[src/rtl/dca_lsu_read_arbiter.sv]
// Round-robin arbiter sharing one LSU read port among NUM_REQ load units; zero-cycle request path,
// in-order ID FIFO routes responses back; a stalled grant is locked until accepted, a full FIFO blocks grants.
module dca_lsu_read_arbiter #(
  parameter int NUM_REQ         = 4,
  parameter int BW_ADDR         = 32,
  parameter int BW_DATA         = 32,
  parameter int MAX_OUTSTANDING = 4,
  parameter int BW_BURDEN       = 1
) (
  input  logic                         clk,
  input  logic                         rst,
  input  logic                         clear,
  input  logic [NUM_REQ-1:0]           s_req_valid,
  output logic [NUM_REQ-1:0]           s_req_ready,
  input  logic [NUM_REQ*BW_ADDR-1:0]   s_req_addr,
  output logic [NUM_REQ-1:0]           s_resp_valid,
  input  logic [NUM_REQ-1:0]           s_resp_ready,
  output logic [BW_DATA-1:0]           s_resp_data,
  output logic                         s_resp_last,
  output logic                         m_req_valid,
  input  logic                         m_req_ready,
  output logic [BW_ADDR-1:0]           m_req_addr,
  input  logic                         m_resp_valid,
  output logic                         m_resp_ready,
  input  logic [BW_DATA+BW_BURDEN-1:0] m_resp_ydata,
  output logic                         busy
);

  localparam int IDW = $clog2(NUM_REQ);
  localparam int PW  = $clog2(MAX_OUTSTANDING);

  logic [IDW-1:0] rr_ptr;
  logic [IDW-1:0] lock_id;
  logic           lock;
  logic [IDW-1:0] grant;
  logic           any_cand;
  logic [IDW:0]   idx_sum;
  logic [IDW-1:0] idx_wrap;
  logic [IDW-1:0] grant_next;

  logic [IDW-1:0] id_mem [MAX_OUTSTANDING];
  logic [PW-1:0]  wr_ptr;
  logic [PW-1:0]  rd_ptr;
  logic [PW:0]    count;
  logic [IDW-1:0] head;

  logic flush;
  logic fifo_empty;
  logic fifo_full;
  logic push;
  logic pop;
  logic last;

  assign flush      = rst | clear;
  assign fifo_empty = (count == '0);
  assign fifo_full  = (count == (PW+1)'(MAX_OUTSTANDING));
  assign head       = id_mem[rd_ptr];
  assign last       = m_resp_ydata[BW_DATA+BW_BURDEN-1];

  // Locked grant wins while its requester still asserts valid; otherwise first valid from rr_ptr upward.
  always_comb begin
    grant    = '0;
    any_cand = 1'b0;
    idx_sum  = '0;
    idx_wrap = '0;
    if (lock && s_req_valid[lock_id]) begin
      grant    = lock_id;
      any_cand = 1'b1;
    end else begin
      for (int k = NUM_REQ - 1; k >= 0; k--) begin
        idx_sum  = {1'b0, rr_ptr} + (IDW+1)'(k);
        idx_wrap = (idx_sum >= (IDW+1)'(NUM_REQ)) ? IDW'(idx_sum - (IDW+1)'(NUM_REQ))
                                                   : idx_sum[IDW-1:0];
        if (s_req_valid[idx_wrap]) begin
          grant    = idx_wrap;
          any_cand = 1'b1;
        end
      end
    end
  end

  assign grant_next = (grant == IDW'(NUM_REQ - 1)) ? '0 : grant + 1'b1;

  always_comb begin
    s_req_ready  = '0;
    s_resp_valid = '0;
    m_req_valid  = any_cand & ~fifo_full & ~flush;
    m_resp_ready = s_resp_ready[head] & ~fifo_empty & ~flush;
    busy         = (~fifo_empty | lock) & ~flush;
    if (!flush) begin
      s_req_ready[grant]  = m_req_ready & ~fifo_full & any_cand;
      s_resp_valid[head]  = m_resp_valid & ~fifo_empty;
    end
  end

  assign m_req_addr  = s_req_addr[int'(grant)*BW_ADDR +: BW_ADDR];
  assign s_resp_data = m_resp_ydata[BW_DATA-1:0];
  assign s_resp_last = last;

  assign push = m_req_valid & m_req_ready;
  assign pop  = m_resp_valid & m_resp_ready & last;

  always_ff @(posedge clk or posedge rst) begin
    if (rst) begin
      rr_ptr  <= '0;
      lock    <= 1'b0;
      lock_id <= '0;
      wr_ptr  <= '0;
      rd_ptr  <= '0;
      count   <= '0;
    end else if (clear) begin
      rr_ptr  <= '0;
      lock    <= 1'b0;
      lock_id <= '0;
      wr_ptr  <= '0;
      rd_ptr  <= '0;
      count   <= '0;
    end else begin
      lock    <= m_req_valid & ~m_req_ready;
      lock_id <= grant;
      if (push) begin
        rr_ptr <= grant_next;
        wr_ptr <= wr_ptr + 1'b1;
      end
      if (pop) rd_ptr <= rd_ptr + 1'b1;
      case ({push, pop})
        2'b10:   count <= count + 1'b1;
        2'b01:   count <= count - 1'b1;
        default: count <= count;
      endcase
    end
  end

  // Storage only; validity is tracked by count, so no reset is needed here.
  always_ff @(posedge clk) begin
    if (push) id_mem[wr_ptr] <= grant;
  end

endmodule

[config.mk]
export PLATFORM = sky130hd
export DESIGN_NAME = dca_lsu_read_arbiter
export DESIGN_NICKNAME = d
export VERILOG_FILES = /design/src/rtl/dca_lsu_read_arbiter.sv
export SDC_FILE = /design/constraint.sdc
export NUM_CORES = 1
export LEC_CHECK = 0
export ABC_AREA = 1
export BUFFER_PORTS_ARGS = -buffer_cell sky130_fd_sc_hd__buf_4
export CORE_AREA = 2 2 98 100
export DETAILED_ROUTE_END_ITERATION = 8
export DIE_AREA = 0 0 100 102
export PLACE_DENSITY_LB_ADDON = 0.12
export SYNTH_ARGS = -nofsm -noshare
export SYNTH_HDL_FRONTEND = slang
export SYNTH_SLANG_ARGS = --single-unit
[constraint.sdc]
create_clock -name clk -period 6.35 [get_ports clk]
set_input_delay 1.27 -clock clk [delete_from_list [all_inputs] [get_ports clk]]
set_output_delay 1.27 -clock clk [all_outputs]
set_load 0.02 [all_outputs]
==> flow_summary.json, run 1 <==
{
  "status": "finished clean",
  "cp_common_cell": "nand3_1",
  "cp_data_arrival_time_ns": 3.59,
  "clk_latency_ns": 0.25,
  "vias_per_cell": 4.687,
  "worstHoldEndpoint": "rd_ptr[1]",
  "dieArea_sq_um": 10200,
  "timing.final.hold_violations": 0,
  "drcViolationCount": 0,
  "post-route-period-util_pct": 76.48,
  "slew_headroom_pct": 55.50,
  "cts_setup_buffers": 0,
  "cts_root_buf": "clkbuf_8",
  "synthToLayoutAreaGrowth_pct": 34.47,
  "cts_resized": 0,
  "clk_pin_slew_worst_paths_ns": 0.07,
  "cpPeakStageDelay_ns": 0.68,
  "initial_core_util_pct": 36.58,
  "cts_buffers": 3,
  "drive_gt1_share_pct": 27.82,
  "power_density_nw_per_um2": 365.8,
  "routedWlPerCell_microns": 12.20,
  "syn-cell-area_sq_um": 3332,
  "min_path_cells": 3,
  "grt_pass1_wl_mm": 16.77,
  "grt_remaining_overflow": 0,
  "hpwl_mm": 8.356,
  "maxCapViolations": 0,
  "rows": 35,
  "fp.dieW_microns": 100,
  "r2r-end": "count[2]",
  "crit_chain": "buf_4, inv_1, nand2_1, nand3_1, nand2_1, nand3_1, nand3_1, nand3_1, nand2_1, inv_2, ha_1, inv_1, nor2_1, buf_4",
  "worst_setup_path_end_kind": "output port",
  "fin_crit_ns": 4.856,
  "hp-start": "rd_ptr[1]",
  "clock_sinks": 20,
  "postCtsHoldBufs": 0,
  "synth_edf_count": 8,
  "routed_wl_mm": 10.43,
  "worst_ir_drop_vdd_v": 0.0002568,
  "power_leakage_uw": 0.002897,
  "postRouteAntennaNets": 0,
  "io-pin-count": 250,
  "ys_seq_area_share_pct": 16.22,
  "nets": 928,
  "tightestPinTransition_ns": 0.6666,
  "portBuffers": 185,
  "path_class": "primary input to output port",
  "ys_top_cells_by_count": "inv_1 (158), nand2_1 (158), nand3_1 (142)",
  "crit_fanout": 35,
  "via_count": 4007,
  "ys_ff_latch": 20,
  "synth_cells": 612,
  "core-area_sq_um": 9109,
  "rsz0062_at_grt": "no",
  "start_kind": "primary input",
  "synth.distinct_cells": 29,
  "antenna_found_initial": 0,
  "max_freq_ghz": 0.2059,
  "synthTopCellsByArea": "nand3_1 (21%), inv_1 (18%), nand2_1 (18%)",
  "dr.pass1.iters": 5,
  "die_y_microns": 102,
  "r2r_cells": 16,
  "synth_top_area_share_pct": 21.33,
  "synth_top_area_cell": "nand3_1",
  "first_iter_violations": 153,
  "place_congestion": 0.8518,
  "crit_required_ns": 5.08,
  "critPathTopFamily": "buffers and inverters",
  "worstHoldPathType": "flop to flop",
  "clockBufferDepth": 2,
  "async_flop_share_pct": 60.00,
  "path_buf_inv": 5,
  "reg2reg_from": "rr_ptr[0]",
  "ff2ff_setup_slack_ns": 3.39,
  "syn-num-nets": 795,
  "crit_path_top_delay_cell": "inv_2",
  "setup_viol": 0,
  "finalMaxSlewViolations": 0,
  "cts_tree": "yes",
  "grt_max_degree": 65,
  "cts.htree.levels": 1,
  "track_usage_pct": 19.74,
  "antenna-diode-count": 0,
  "tns_ns": 0,
  "skew_ns": 0.001398,
  "synth_ff_type": "dfrtp_1",
  "grt_pass1_vias": 3802,
  "avgSynthCellArea_sq_um": 5.444,
  "utilization_pct": 49.19,
  "yosys_warnings": 0
}
## worst min-delay path, stage by stage (launching register included)
cell     delay (ns)
dfrtp_1        0.37
nand2_1        0.06
nand2_1        0.07
nor2_1         0.04
## logic make-up (layout without fill, tap and decap cells)
group,Yosys count,count (layout),synth area share (%)
simple gates,341,341,44.69
buf+inv,226,358,32.48
fa+ha+maj,9,9,3.605
compound gates,15,15,2.741
xor+xnor,1,1,0.2629
flops,20,20,16.22
## per-stage QoR
stage | hold WS [ns] | power [uW] | setup WS [ns] | cells | area [sq um]
after floorplan | 0.5108 | 1161 | 2.364 | 612 | 3332
after global placement | 0.5349 | 1560 | 1.520 | 851 | 4436
after detailed placement | 0.5532 | 1568 | 1.475 | 851 | 4436
after CTS | 0.5649 | 1656 | 1.465 | 855 | 4481
after global routing | 0.6013 | 1796 | 1.212 | 855 | 4481
final | 0.5678 | 1639 | 1.494 | 855 | 4481
## layout make-up
| cell class | count | area [sq um] |
|---|---|---|
| fillers | 984 | 4628 |
| multi-input cells | 366 | 1712 |
| repair buffers | 190 | 1426 |
| inverters | 164 | 618.1 |
| flip-flops and latches | 20 | 540.5 |
| well taps | 111 | 138.9 |
| clock buffers | 4 | 45.04 |
## sequential cells by signal (all words and copies together), names as in the netlist
name     cells
rd_ptr       2
lock         1
id_mem       8
count        3
rr_ptr       2
wr_ptr       2
lock_id      2
## per-layer routing
metal / vias up / global-route usage, % / wire length, microns
li1: 2065 / - / -
met1: 1769 / 24.59 / 4239
met2: 157 / 35.34 / 5267
met3: 16 / 3.352 / 742
met4: 0 / 5.479 / 183
met5: - / 0 / 0
## worst max-delay path by stage
stage / from / end / slack, ns / depth (start not counted)
after floorplan: s_req_valid[3] / s_req_ready[3] / 2.36 / 16
after global placement: s_req_valid[3] / s_req_ready[1] / 1.52 / 14
after detailed placement: s_req_valid[3] / s_req_ready[0] / 1.48 / 14
after CTS: s_req_valid[3] / s_req_ready[0] / 1.46 / 14
after global routing: s_req_valid[3] / s_req_ready[0] / 1.21 / 14
final: s_req_valid[3] / s_req_ready[0] / 1.49 / 14
## placed cells by master (no fill, tap or decap)
| master | Yosys | final |
|---|---|---|
| fa_1 | 1 | 1 |
| inv_2 | 5 | 5 |
| a21oi_1 | 1 | 1 |
| inv_1 | 158 | 158 |
| nor3_1 | 6 | 6 |
| nand3_1 | 142 | 142 |
| a21boi_0 | 1 | 1 |
| o211ai_1 | 1 | 1 |
| edfxtp_1 | 8 | 8 |
| nand3_2 | 1 | 1 |
| clkbuf_8 | 0 | 3 |
| nand2_1 | 158 | 157 |
| inv_4 | 1 | 1 |
| xnor2_1 | 1 | 1 |
| nand4_1 | 2 | 2 |
| dfrtp_1 | 12 | 12 |
| nor2_1 | 27 | 27 |
| ha_1 | 8 | 8 |
| o31ai_1 | 1 | 1 |
| nor2_2 | 1 | 1 |
| o21ai_1 | 3 | 3 |
| o21ai_0 | 6 | 6 |
| a31oi_1 | 1 | 1 |
| clkbuf_1 | 1 | 1 |
| nand2_2 | 4 | 5 |
| o22ai_2 | 1 | 1 |
| buf_4 | 35 | 190 |
## report_power, final
part | switching (uW) | internal [uW] | leakage, uW | total [uW]
Clock | 40.6 | 44.6 | 0.0000228 | 85.2
Combinational | 875 | 509 | 0.00264 | 1380
Sequential | 14.3 | 155 | 0.000237 | 170
Total | 930 | 709 | 0.00290 | 1640
(Power assumes the default switching activity.)
==> run 2, diff against run 1 <==
- clock period: 6.35 -> 4.53 ns (I/O delays scaled with it)
==> run 2 against run 1 <==
Against the previous run:
- worst setup slack lost 0.70 ns
- utilization rose by 0.055 points
- largest power group unchanged
- combinational power rose by 40%
- via count decreased by 0.70%
==> flow_summary.json, run 2 (synthesis results as in run 1) <==
{
  "cp_num_cells": 16,
  "cts_resized": 0,
  "place_congestion": 0.8156,
  "via_count": 3979,
  "power_leakage_uw": 0.002897,
  "crit_start": "s_req_valid[1]",
  "layout_commonest_cell": "buf_4",
  "clock_sinks": 20,
  "tns_ns": 0,
  "slew_headroom_pct": 56.73,
  "power_density_nw_per_um2": 509.7,
  "switching_share_pct": 56.19,
  "skew_ns": 0.005725,
  "track_usage_pct": 20.00,
  "postCtsHoldBufs": 0,
  "path_buf_inv": 5,
  "routed_wl_mm": 10.62,
  "cpPeakStageDelay_ns": 0.44,
  "path_class": "primary input to output port",
  "maxCapViolations": 0,
  "clockBufferDepth": 2,
  "largestRegisters": "id_mem (8), count (3)",
  "status": "finished clean",
  "fin_crit_ns": 3.738,
  "worst_setup_path_end_kind": "output port",
  "crit_fanout": 40,
  "antenna_found_initial": 0,
  "p_int_uw": 1002,
  "cp_common_cell": "nand2_1",
  "routedWlPerCell_microns": 12.44,
  "holdWs_ns": 0.5598,
  "nets": 927,
  "place_area_sq_um": 4441,
  "synthToLayoutAreaGrowth_pct": 34.62,
  "timing.final.hold_violations": 0,
  "drive_gt1_share_pct": 27.73,
  "crit_required_ns": 3.62,
  "seqPwrFrac_pct": 10.4,
  "setup_viol": 0,
  "grt_remaining_overflow": 0,
  "worstHoldPathType": "flop to flop",
  "initial_core_util_pct": 36.58,
  "rows": 35,
  "r2r-end": "count[2]",
  "start_kind": "primary input",
  "clk_latency_ns": 0.25,
  "largest_register": "id_mem",
  "final_cell_mix": "buf_4 (188), inv_1 (158), nand2_1 (157)",
  "p_comb_share_pct": 84.4,
  "fp.dieW_microns": 100,
  "antenna-diode-count": 0,
  "p_switching_uw": 1285,
  "r2r_cells": 16,
  "worst_ir_drop_vdd_v": 0.0002758,
  "reg2reg_from": "rr_ptr[0]",
  "critPathTopFamily": "simple AND/OR/NAND/NOR gates",
  "grt_max_degree": 65,
  "cts_buffers": 3,
  "drcViolationCount": 0,
  "clk_pin_slew_worst_paths_ns": 0.07,
  "dr.pass1.iters": 4,
  "max_freq_ghz": 0.2675,
  "postRouteAntennaNets": 0,
  "io-pin-count": 250,
  "crit_end": "m_req_addr[17]",
  "finalMaxSlewViolations": 0,
  "cp_data_arrival_time_ns": 2.83,
  "grt_pass1_vias": 3834,
  "dieArea_sq_um": 10200,
  "die_y_microns": 102,
  "cts_root_buf": "clkbuf_8",
  "post-route-period-util_pct": 82.51,
  "crit_path_top_delay_cell": "nand2_2",
  "cts.htree.levels": 1,
  "hpwl_mm": 8.447,
  "portBuffers": 185,
  "cts_setup_buffers": 0,
  "core-area_sq_um": 9109,
  "first_iter_violations": 111,
  "grt_pass1_wl_mm": 17.03,
  "tightestPinTransition_ns": 0.6482,
  "p_clk_share_pct": 5.1,
  "largest_reg_flops": 8,
  "ff2ff_setup_slack_ns": 1.55,
  "vias_per_cell": 4.659,
  "crit_chain": "buf_4, inv_1, nand2_1, nand3_1, nand2_1, inv_2, nor2_1, nor2_1, nand2_1, nand3_2, nand2_2, buf_12, nand2_1, nand3_1, nand2_1, buf_4",
  "final_cell_area_sq_um": 4486,
  "cts_tree": "yes",
  "rsz0062_at_grt": "no"
}
==> run 2: power by group through the flow <==
stage               Combinational [uW]  Clock [uW]  Sequential, uW
floorplan                         1400           0             232
global placement                  1940           0             241
detailed placement                1960           0             242
CTS                               1960         119             238
global route                      2160         126             241
finish                            1930         118             238
==> run 2: per-stage QoR <==
stage          std cells  util (%)  power, uW  worst slack [ns]
2_1_floorplan        612         -       1627             1.272
3_3_place_gp         850     48.75       2183            0.8690
3_5_place_dp         850     48.75       2198            0.8124
4_1_cts              854     49.24       2320            0.8027
5_1_grt              854     49.24       2523            0.4737
6_report             854     49.24       2286            0.7921
==> run 2: worst min path at each step <==
stage | startpoint | endpoint | slack [ns] | cells after the start
2_1_floorplan | rd_ptr[1] | rd_ptr[1] | 0.51 | 3
3_3_place_gp | rd_ptr[1] | rd_ptr[1] | 0.55 | 3
3_5_place_dp | rd_ptr[1] | rd_ptr[1] | 0.56 | 3
4_1_cts | rd_ptr[1] | rd_ptr[1] | 0.57 | 3
5_1_grt | rd_ptr[1] | rd_ptr[1] | 0.60 | 3
6_report | rd_ptr[1] | rd_ptr[1] | 0.56 | 3
==> run 2: routing by layer <==
layer  wire, microns  vias to the layer above  global-route usage, %
li1                -                     2060                      -
met1            4187                     1765                  23.12
met2            5567                      141                  38.36
met3             721                       13                  4.036
met4             147                        0                  3.899
met5               0                        -                      0
==> run 2: layout make-up <==
| class | count | area (sq um) |
|---|---|---|
| Tap cell | 111 | 138.9 |
| Multi-Input combinational cell | 366 | 1712 |
| Fill cell | 1000 | 4623 |
| Clock buffer | 4 | 45.04 |
| Sequential cell | 20 | 540.5 |
| Inverter | 164 | 618.1 |
| Timing Repair Buffer | 189 | 1431 |
==> run 2: worst register-to-register path, cell delays in order, from the launching register on <==
cell and delay, ns:
dfrtp_1 0.56, inv_4 0.11, nand2_1 0.11, nand3_1 0.10
nand2_1 0.15, nor2_1 0.06, nand2_1 0.11, nand3_1 0.39
nand3_1 0.36, inv_1 0.09, fa_1 0.39, xnor2_1 0.19
inv_1 0.06, nand2_1 0.06, nand2_1 0.05, nand2_1 0.05
nand2_1 0.05
==> run 3, diff against run 2 <==
- CORE_AREA: 2 2 98 100 -> 2 2 97 99
- DIE_AREA: 0 0 100 102 -> 0 0 99 101
- clock period: 4.53 -> 3.2 ns (I/O delays scaled with it)
==> run 3 against run 2 <==
Against the previous run:
- critical path type is now flop to output port
- largest cell class unchanged
- via count decreased by 0.88%
- flip-flop and latch count unchanged
- clock-buffer cell count unchanged
- routed wire length decreased by 3.6%
- worst setup slack got worse by 0.53 ns
- sequential power increased by 41%
- critical path depth decreased by 3
- cell count increased by 0.35%
- combinational power increased by 47%
- power increased by 46%
==> flow_summary.json, run 3 (synthesis results as in run 1) <==
{
  "worst_ir_drop_vdd_v": 0.0004632,
  "setup_viol": 0,
  "cpPeakStageDelay_ns": 0.48,
  "r2r-end": "count[2]",
  "post-route-period-util_pct": 91.95,
  "skew_ns": 0.002257,
  "crit_chain": "inv_4, nand2_1, nand2_1, nand2_2, nand3_1, nand3_1, nand3_1, nand2_1, inv_4, ha_1, inv_1, nor2_1, buf_4",
  "via_count": 3944,
  "tns_ns": 0,
  "maxCapViolations": 0,
  "routed_wl_mm": 10.24,
  "grt_pass1_wl_mm": 16.43,
  "postRouteAntennaNets": 0,
  "crit_path_top_delay_cell": "dfrtp_2",
  "reg2reg_from": "rd_ptr[0]",
  "antenna_found_initial": 0,
  "rows": 35,
  "p_total_uw": 3337,
  "rsz0062_at_grt": "no",
  "dr.pass1.iters": 4,
  "cts_tree": "yes",
  "routedWlPerCell_microns": 11.95,
  "cts_root_buf": "clkbuf_8",
  "fp.dieW_microns": 99,
  "synthToLayoutAreaGrowth_pct": 36.80,
  "portBuffers": 185,
  "switching_share_pct": 55.28,
  "power_leakage_uw": 0.002927,
  "initial_core_util_pct": 37.11,
  "path_class": "flop to output port",
  "drive_gt1_share_pct": 28.15,
  "place_area_sq_um": 4501,
  "crit_fanout": 35,
  "timing.final.hold_violations": 0,
  "status": "finished clean",
  "grt_pass1_vias": 3708,
  "track_usage_pct": 19.51,
  "holdWs_ns": 0.4029,
  "antenna-diode-count": 0,
  "p_switching_uw": 1845,
  "io-pin-count": 250,
  "worst_setup_path_end_kind": "output port",
  "dieArea_sq_um": 9999,
  "drcViolationCount": 0,
  "nets": 930,
  "slew_headroom_pct": 69.12,
  "worstHoldPathType": "primary input to asynchronous set/reset pin",
  "hpwl_mm": 8.140,
  "finalNonFillerCells": 857,
  "r2r_cells": 16,
  "cts.htree.levels": 1,
  "layout_commonest_cell": "buf_4",
  "p_comb_share_pct": 85.0,
  "final_cell_mix": "buf_4 (187), inv_1 (158), nand2_1 (157)",
  "p_int_uw": 1492,
  "die_y_microns": 101,
  "ff2ff_setup_slack_ns": 0.76,
  "clockBufferDepth": 2,
  "vias_per_cell": 4.602,
  "largestRegisters": "id_mem (8), count (3)",
  "p_clk_share_pct": 4.9,
  "postCtsHoldBufs": 0,
  "dp_cells": 853,
  "grt_remaining_overflow": 0,
  "seqPwrFrac_pct": 10.1,
  "clk_pin_slew_worst_paths_ns": 0.07,
  "cts_buffers": 3,
  "fin_crit_ns": 2.942,
  "largest_register": "id_mem",
  "max_freq_ghz": 0.3399,
  "critPathTopFamily": "simple AND/OR/NAND/NOR gates",
  "largest_reg_flops": 8,
  "place_congestion": 0.9151,
  "grt_max_degree": 65,
  "start_kind": "flop",
  "tightestPinTransition_ns": 0.4627,
  "finalMaxSlewViolations": 0,
  "core-area_sq_um": 8977,
  "clk_latency_ns": 0.25,
  "power_density_nw_per_um2": 732.1,
  "path_buf_inv": 4,
  "cp_data_arrival_time_ns": 2.30,
  "crit_required_ns": 2.56,
  "final_cell_area_sq_um": 4558,
  "first_iter_violations": 140,
  "clock_sinks": 20
}
-- run 3: cell count changes in the layout (fill, tap and decap cells not counted), sizes merged --
cell	change
buf	+3
-- run 3: routing by layer --
layer / GRT usage, % / part of all wire [%] / vias up / routed length, microns
met5: 0 / 0 / - / 0
met2: 35.14 / 51 / 137 / 5200
met1: 23.00 / 39 / 1716 / 4038
met3: 3.883 / 7.2 / 22 / 738
li1: - / - / 2069 / -
met4: 6.849 / 2.5 / 0 / 261
-- run 3: worst max path at each step --
stage,start,to,slack (ns),depth (start not counted)
6_report,rr_ptr[0],s_req_ready[0],0.26,13
4_1_cts,rr_ptr[0],m_req_addr[25],0.08,15
3_3_place_gp,s_req_valid[3],s_req_ready[0],0.12,14
3_5_place_dp,s_req_valid[3],s_req_ready[0],0.08,14
2_1_floorplan,s_req_valid[3],s_req_ready[3],0.47,16
5_1_grt,rr_ptr[0],m_req_addr[2],0.01,15
-- run 3: per-stage QoR --
| stage | util [%] | setup WS [ns] |
|---|---|---|
| final | 50.77 | 0.2577 |
| after global routing | 50.77 | 0.01483 |
| after CTS | 50.66 | 0.07520 |
| after detailed placement | 50.13 | 0.07719 |
| after global placement | 50.13 | 0.1157 |
| after floorplan | - | 0.4745 |
-- run 3: worst reg2reg max path: cells and delay by family, from the launching register on --
| kind | cells | cell delay (ns) |
|---|---|---|
| AOI/OAI and AO/OA | 1 | 0.22 |
| adders and majority gates | 1 | 0.38 |
| and+or+nand+nor | 9 | 0.72 |
| xor gates and xnor gates | 1 | 0.19 |
| DFF | 1 | 0.46 |
| buffers and inverters | 4 | 0.34 |
-- run 3: area by class of cell --
cell class                 count  area (sq um)
clock buffer                   4         45.04
fill                         968          4419
inverter                     164         620.6
multi-input combinational    366          1717
sequential                    20         541.8
tap                          111         138.9
timing repair buffer         192          1495
-- run 3: power groups by stage --
stage | clock network, uW | registers, uW | logic [uW]
3_3_place_gp | 0 | 341 | 2840
6_report | 164 | 336 | 2840
3_5_place_dp | 0 | 341 | 2840
4_1_cts | 172 | 336 | 2860
2_1_floorplan | 0 | 328 | 1980
5_1_grt | 179 | 340 | 3140
-- run 3: repair_timing --
item	CTS	global route
endpoints found under the setup margin	2	35
gates cloned	0	0
gates resized for setup	1	3
buffers inserted	0	0
